## src/rtl/sim_pci_irq_arbiter.sv

```systemverilog
// sim_pci_irq_arbiter: round-robin interrupt arbiter that answers each granted
// level request with a delayed one-cycle acknowledge pulse on that channel.
// Optional feature macro SIM_PCI_DOUBLE_ACK_EN: issue a second acknowledge
// pulse ACK_GAP edges after the first (adds the GAP state and its counter load).
module sim_pci_irq_arbiter #(
    parameter int NUM_CH    = 4,
    parameter int ACK_DELAY = 5,
    parameter int ACK_GAP   = 5
) (
    input  logic              clk,
    input  logic              reset,
    input  logic [NUM_CH-1:0] irq_req,
    output logic [NUM_CH-1:0] irq_ack,
    output logic              busy,
    output logic [3:0]        active_ch,
    output logic [31:0]       ack_count
);

`ifdef SIM_PCI_DOUBLE_ACK_EN
    typedef enum logic [1:0] {IDLE, DELAY, GAP} state_t;
    // The GAP count fires when it reaches zero, so it is preloaded one short.
    localparam logic [15:0] GAP_LOAD = 16'(ACK_GAP - 1);
`else
    typedef enum logic [0:0] {IDLE, DELAY} state_t;
`endif

    // DELAY fires on the edge after the count reaches zero, giving ACK_DELAY+1
    // edges from grant to the visible pulse.
    localparam logic [15:0]       DELAY_LOAD = 16'(ACK_DELAY);
    localparam logic [NUM_CH-1:0] ACK_ONE    = NUM_CH'(1);

    state_t            state, state_n;
    logic [15:0]       cnt, cnt_n;
    logic [3:0]        rr_ptr, rr_n;
    logic [NUM_CH-1:0] ack_n;
    logic              busy_n;
    logic [3:0]        active_n;
    logic              ack_inc;
    logic              found;
    logic [3:0]        pick_idx;

    // Returns {found, index} of the first requester at or above ptr, wrapping.
    function automatic logic [4:0] rr_pick(input logic [NUM_CH-1:0] req,
                                           input logic [3:0] ptr);
        logic              hit;
        logic [3:0]        idx;
        logic [NUM_CH-1:0] sh;
        int                c;
        hit = 1'b0;
        idx = 4'd0;
        for (int i = 0; i < NUM_CH; i++) begin
            c = int'(ptr) + i;
            if (c >= NUM_CH) c = c - NUM_CH;
            sh = req >> c;
            if (!hit && sh[0]) begin
                hit = 1'b1;
                idx = 4'(c);
            end
        end
        return {hit, idx};
    endfunction

    // Next-state, counter, pointer and output decode for the arbiter FSM.
    always_comb begin
        state_n  = state;
        cnt_n    = cnt;
        rr_n     = rr_ptr;
        ack_n    = '0;
        busy_n   = busy;
        active_n = active_ch;
        ack_inc  = 1'b0;
        {found, pick_idx} = rr_pick(irq_req, rr_ptr);
        case (state)
            IDLE: begin
                // busy stays up through the final pulse cycle, then drops here
                busy_n = 1'b0;
                if (found) begin
                    state_n  = DELAY;
                    cnt_n    = DELAY_LOAD;
                    active_n = pick_idx;
                    busy_n   = 1'b1;
                    if (int'(pick_idx) == NUM_CH - 1) rr_n = 4'd0;
                    else                              rr_n = pick_idx + 4'd1;
                end
            end
            DELAY: begin
                if (cnt != 16'd0) begin
                    cnt_n = cnt - 16'd1;
                end else begin
                    ack_n   = ACK_ONE << active_ch;
                    ack_inc = 1'b1;
`ifdef SIM_PCI_DOUBLE_ACK_EN
                    state_n = GAP;
                    cnt_n   = GAP_LOAD;
`else
                    state_n = IDLE;
`endif
                end
            end
`ifdef SIM_PCI_DOUBLE_ACK_EN
            GAP: begin
                if (cnt != 16'd0) begin
                    cnt_n = cnt - 16'd1;
                end else begin
                    ack_n   = ACK_ONE << active_ch;
                    ack_inc = 1'b1;
                    state_n = IDLE;
                end
            end
`endif
            default: state_n = IDLE;
        endcase
    end

    // State, counter and registered outputs; reset cancels any grant in flight.
    always_ff @(posedge clk) begin
        if (reset) begin
            state     <= IDLE;
            cnt       <= 16'd0;
            rr_ptr    <= 4'd0;
            irq_ack   <= '0;
            busy      <= 1'b0;
            active_ch <= 4'd0;
            ack_count <= 32'd0;
        end else begin
            state     <= state_n;
            cnt       <= cnt_n;
            rr_ptr    <= rr_n;
            irq_ack   <= ack_n;
            busy      <= busy_n;
            active_ch <= active_n;
            if (ack_inc) ack_count <= ack_count + 32'd1;
        end
    end

endmodule
```

## config.mk

```make
export PLATFORM = sky130hd
export DESIGN_NAME = sim_pci_irq_arbiter
export DESIGN_NICKNAME = d
export VERILOG_FILES = /design/src/rtl/sim_pci_irq_arbiter.sv
export SDC_FILE = /design/constraint.sdc
export NUM_CORES = 1
export LEC_CHECK = 0
export CELL_PAD_IN_SITES_DETAIL_PLACEMENT = 1
export CELL_PAD_IN_SITES_GLOBAL_PLACEMENT = 2
export CORE_MARGIN = 2
export CORE_UTILIZATION = 33
export DETAILED_ROUTE_END_ITERATION = 12
export HOLD_SLACK_MARGIN = 0.08
export PLACE_DENSITY = 0.83
export SYNTH_ARGS = -nofsm -noshare
export SYNTH_HDL_FRONTEND = slang
export SYNTH_SLANG_ARGS = --single-unit
export TNS_END_PERCENT = 20
```

## constraint.sdc

```tcl
create_clock -name clk -period 4.44 [get_ports clk]
set_input_delay 0.888 -clock clk [delete_from_list [all_inputs] [get_ports clk]]
set_output_delay 0.888 -clock clk [all_outputs]
set_load 0.02 [all_outputs]
```

==> run_results.csv <==
group,metric,value,unit
die,fp.dieW,106,µm
synth,syn_inst,395,
setup_path,critPathLaunch,"rr_ptr[1]",
cts,h-tree-depth,3,
placed_design,gp_congestion,0.750,
cts,clk_path_buf_depth,2,
global_routing,grt_usage,0.170,
die,die_h,106,µm
placed_design,dp_hpwl,6.39,mm
job,maxCapViolations,0,
setup_path,cp_max_fo,28,
synth,avgSynthCellArea,8.74,µm²
placed_design,place_ws,569,ps
timing,period_minus_slack,3920,ps
setup_path,crit_arrival,4190,ps
cts,root_buffer,"clkbuf_8",
timing,slew_viol_final,0,
synth,synth_area_leaders,"dfxtp_1 36%, ha_1 6.5%, nor2_1 5.1%",
synth,seq_area_frac_synth,0.360,
cts,post_cts_resized,0,
setup_path,required,4710,ps
timing,max_freq,0.255,GHz
synth,synthTopCellsByCount,"62 x dfxtp_1, 47 x nor2_1, 22 x nand3_1",
timing,finalCritPeriodShare,0.882,
die,dieArea,11300,µm²
global_routing,grt_max_degree,44,
cts,cts_hold_buffers,0,
hold_path,hold_class,"reg2reg",
synth,synth.net_count,419,
power,ir_drop,205,µV
drt,finalWirelength,9.11,mm
cts,cts_buffers,9,
timing,hold_ws,458,ps
timing,setup_viol,0,
power,p_leak,1.58,nW
global_routing,grt_overflow_total,0,
global_routing,grt_pass1_wl,15.5,mm
die,initial_core_util,0.337,
placed_design,dp.cells,563,
timing,hold_violations,0,
cells_and_area,fin_cells,579,
status,status,"complete, no violations",
synth,yosysMostFrequentCell,"dfxtp_1",
timing,finClkSkew,9.13,ps
global_routing,grt_pass1_vias,3134,
timing,max-slew-margin-rel,0.419,
hold_path,hold_start,"active_ch[3]",
drt,ant_nets,0,
cts,clock_sinks,62,
synth,synth-seq-cells,62,
synth,yosys_warnings,0,
synth,ys.flop_type,"dfxtp_1",
synth,async_reset_ff_frac,0,
cts,post_cts_buffers,0,
die,core-area,10200,µm²
cells_and_area,drive_gt1_frac,0.0880,
synth,netlist_area,3450,µm²
drt,drt_pre_antenna_iters,4,
synth,yosys.area.top_type,"dfxtp_1",
cts,tritoncts,"built",
drt,wl_per_cell,15.7,µm
cells_and_area,fillCellCount,1224,
timing,worst_pin_slew,864,ps
cells_and_area,antenna-diode-count,0,
timing,rsz0062_at_grt,"false",
placed_design,port_buffers,46,
setup_path,worstSetupPathType,"reg2reg",
drt,drtIter0Drc,80,
cells_and_area,area_growth_syn_to_layout,23.9,%
synth,synth_edf_count,0,
setup_path,cp-end-kind,"flop",
drt,drc_errors,0,
setup_path,start_kind,"flop",
cts,clk_pin_slew_worst_paths,70,ps
power,powerDensity,544,nW/µm²
drt,dr_total_vias,3091,
setup_path,r2r_start,"rr_ptr[1]",
die,row_count,37,
cells_and_area,finalNetCount,462,
cts,clkLatencyLatePin,340,ps
global_routing,grt_antenna_before_repair,0,
drt,vias_per_cell,5.34,
synth,synth_top_area_share,0.360,
die,num_io_pins,47,
synth,ys_types,60,
timing,setup_tns,0,ps
timing,setup_ws,524,ps
-- stage by stage --
stage           util  power, W  area [µm²]
2_1_floorplan      -   0.00147        3450
3_3_place_gp   0.394   0.00168        4030
3_5_place_dp   0.394   0.00172        4030
4_1_cts        0.418   0.00235        4280
5_1_grt        0.418   0.00250        4280
6_report       0.418   0.00233        4280
-- kinds of logic after synthesis --
kind of cell             synth area share
AO/OA/AOI/OAI                       0.125
XOR/XNOR                           0.0863
adder cells (fa/ha/maj)            0.0652
buffers and inverters              0.0482
flip-flops                          0.360
multiplexers                       0.0312
AND/OR/NAND/NOR                     0.284
-- path summary, 6_finish.rpt --
kind              cells after the start  slack, ps      endpoint
setup / recovery                     12        520        cnt[7]
hold / removal                        2        460  active_ch[3]
setup reg to reg                     12        520        cnt[7]
hold reg to reg                       2        460  active_ch[3]
-- layer usage --
metal  GRT usage  routed length [µm]  vias to the layer above
met2       0.280                4340                       41
met5           0                   0                        -
li1            -                   -                     1519
met3      0.0300                 220                       14
met1       0.223                4420                     1517
met4      0.0611                 133                        0
-- critical path, stage by stage, from the launching register on --
cell	delay, ps
dfxtp_1	490
inv_1	200
ha_1	240
a21oi_1	210
xnor2_1	170
ha_1	230
ha_1	190
a21boi_1	160
nor4b_1	390
a31oi_1	150
o211a_1	600
or4_1	640
a21oi_1	170
-- placed cells by master, fill, tap and decap left out, types with 4 or more instances in the layout --
cell type | netlist | final
mux2i_1 | 4 | 4
o21ai_1 | 7 | 7
and3_1 | 9 | 9
nor3_1 | 7 | 7
nand3_1 | 22 | 22
ha_1 | 18 | 18
buf_4 | 2 | 5
xnor2_1 | 14 | 14
or3_1 | 11 | 11
nand2_1 | 16 | 16
inv_1 | 20 | 20
nor2_1 | 47 | 47
dfxtp_1 | 62 | 62
clkdlybuf4s50_1 | 0 | 46
nand4_1 | 13 | 13
clkbuf_8 | 0 | 9
a21oi_1 | 20 | 20
or4_1 | 11 | 11
nor4_2 | 4 | 4
o31ai_1 | 7 | 7
xor2_1 | 20 | 20
-- area by class of cell --
| cell class | instances | area [µm²] | share of cell area |
|---|---|---|---|
| multi-input cells | 293 | 2040 | 0.478 |
| flip-flops and latches | 62 | 1240 | 0.290 |
| repair buffers | 51 | 498 | 0.116 |
| well taps | 136 | 170 | 0.0398 |
| clock buffers | 9 | 124 | 0.0290 |
| clock inverters | 7 | 121 | 0.0284 |
| inverters | 21 | 78.8 | 0.0184 |
-- power breakdown --
group	total (W)	switching [W]	internal [W]
Clock	0.000613	0.000239	0.000374
Combinational	0.000977	0.000577	0.000400
Sequential	0.000738	0.0000937	0.000644
-- registers in the layout, indices dropped and copies added, names as in the netlist --
register   flops
ack_count     32
active_ch      4
busy           1
cnt           16
irq_ack        4
rr_ptr         4
state          1
Power figures use the tool's default switching activity.
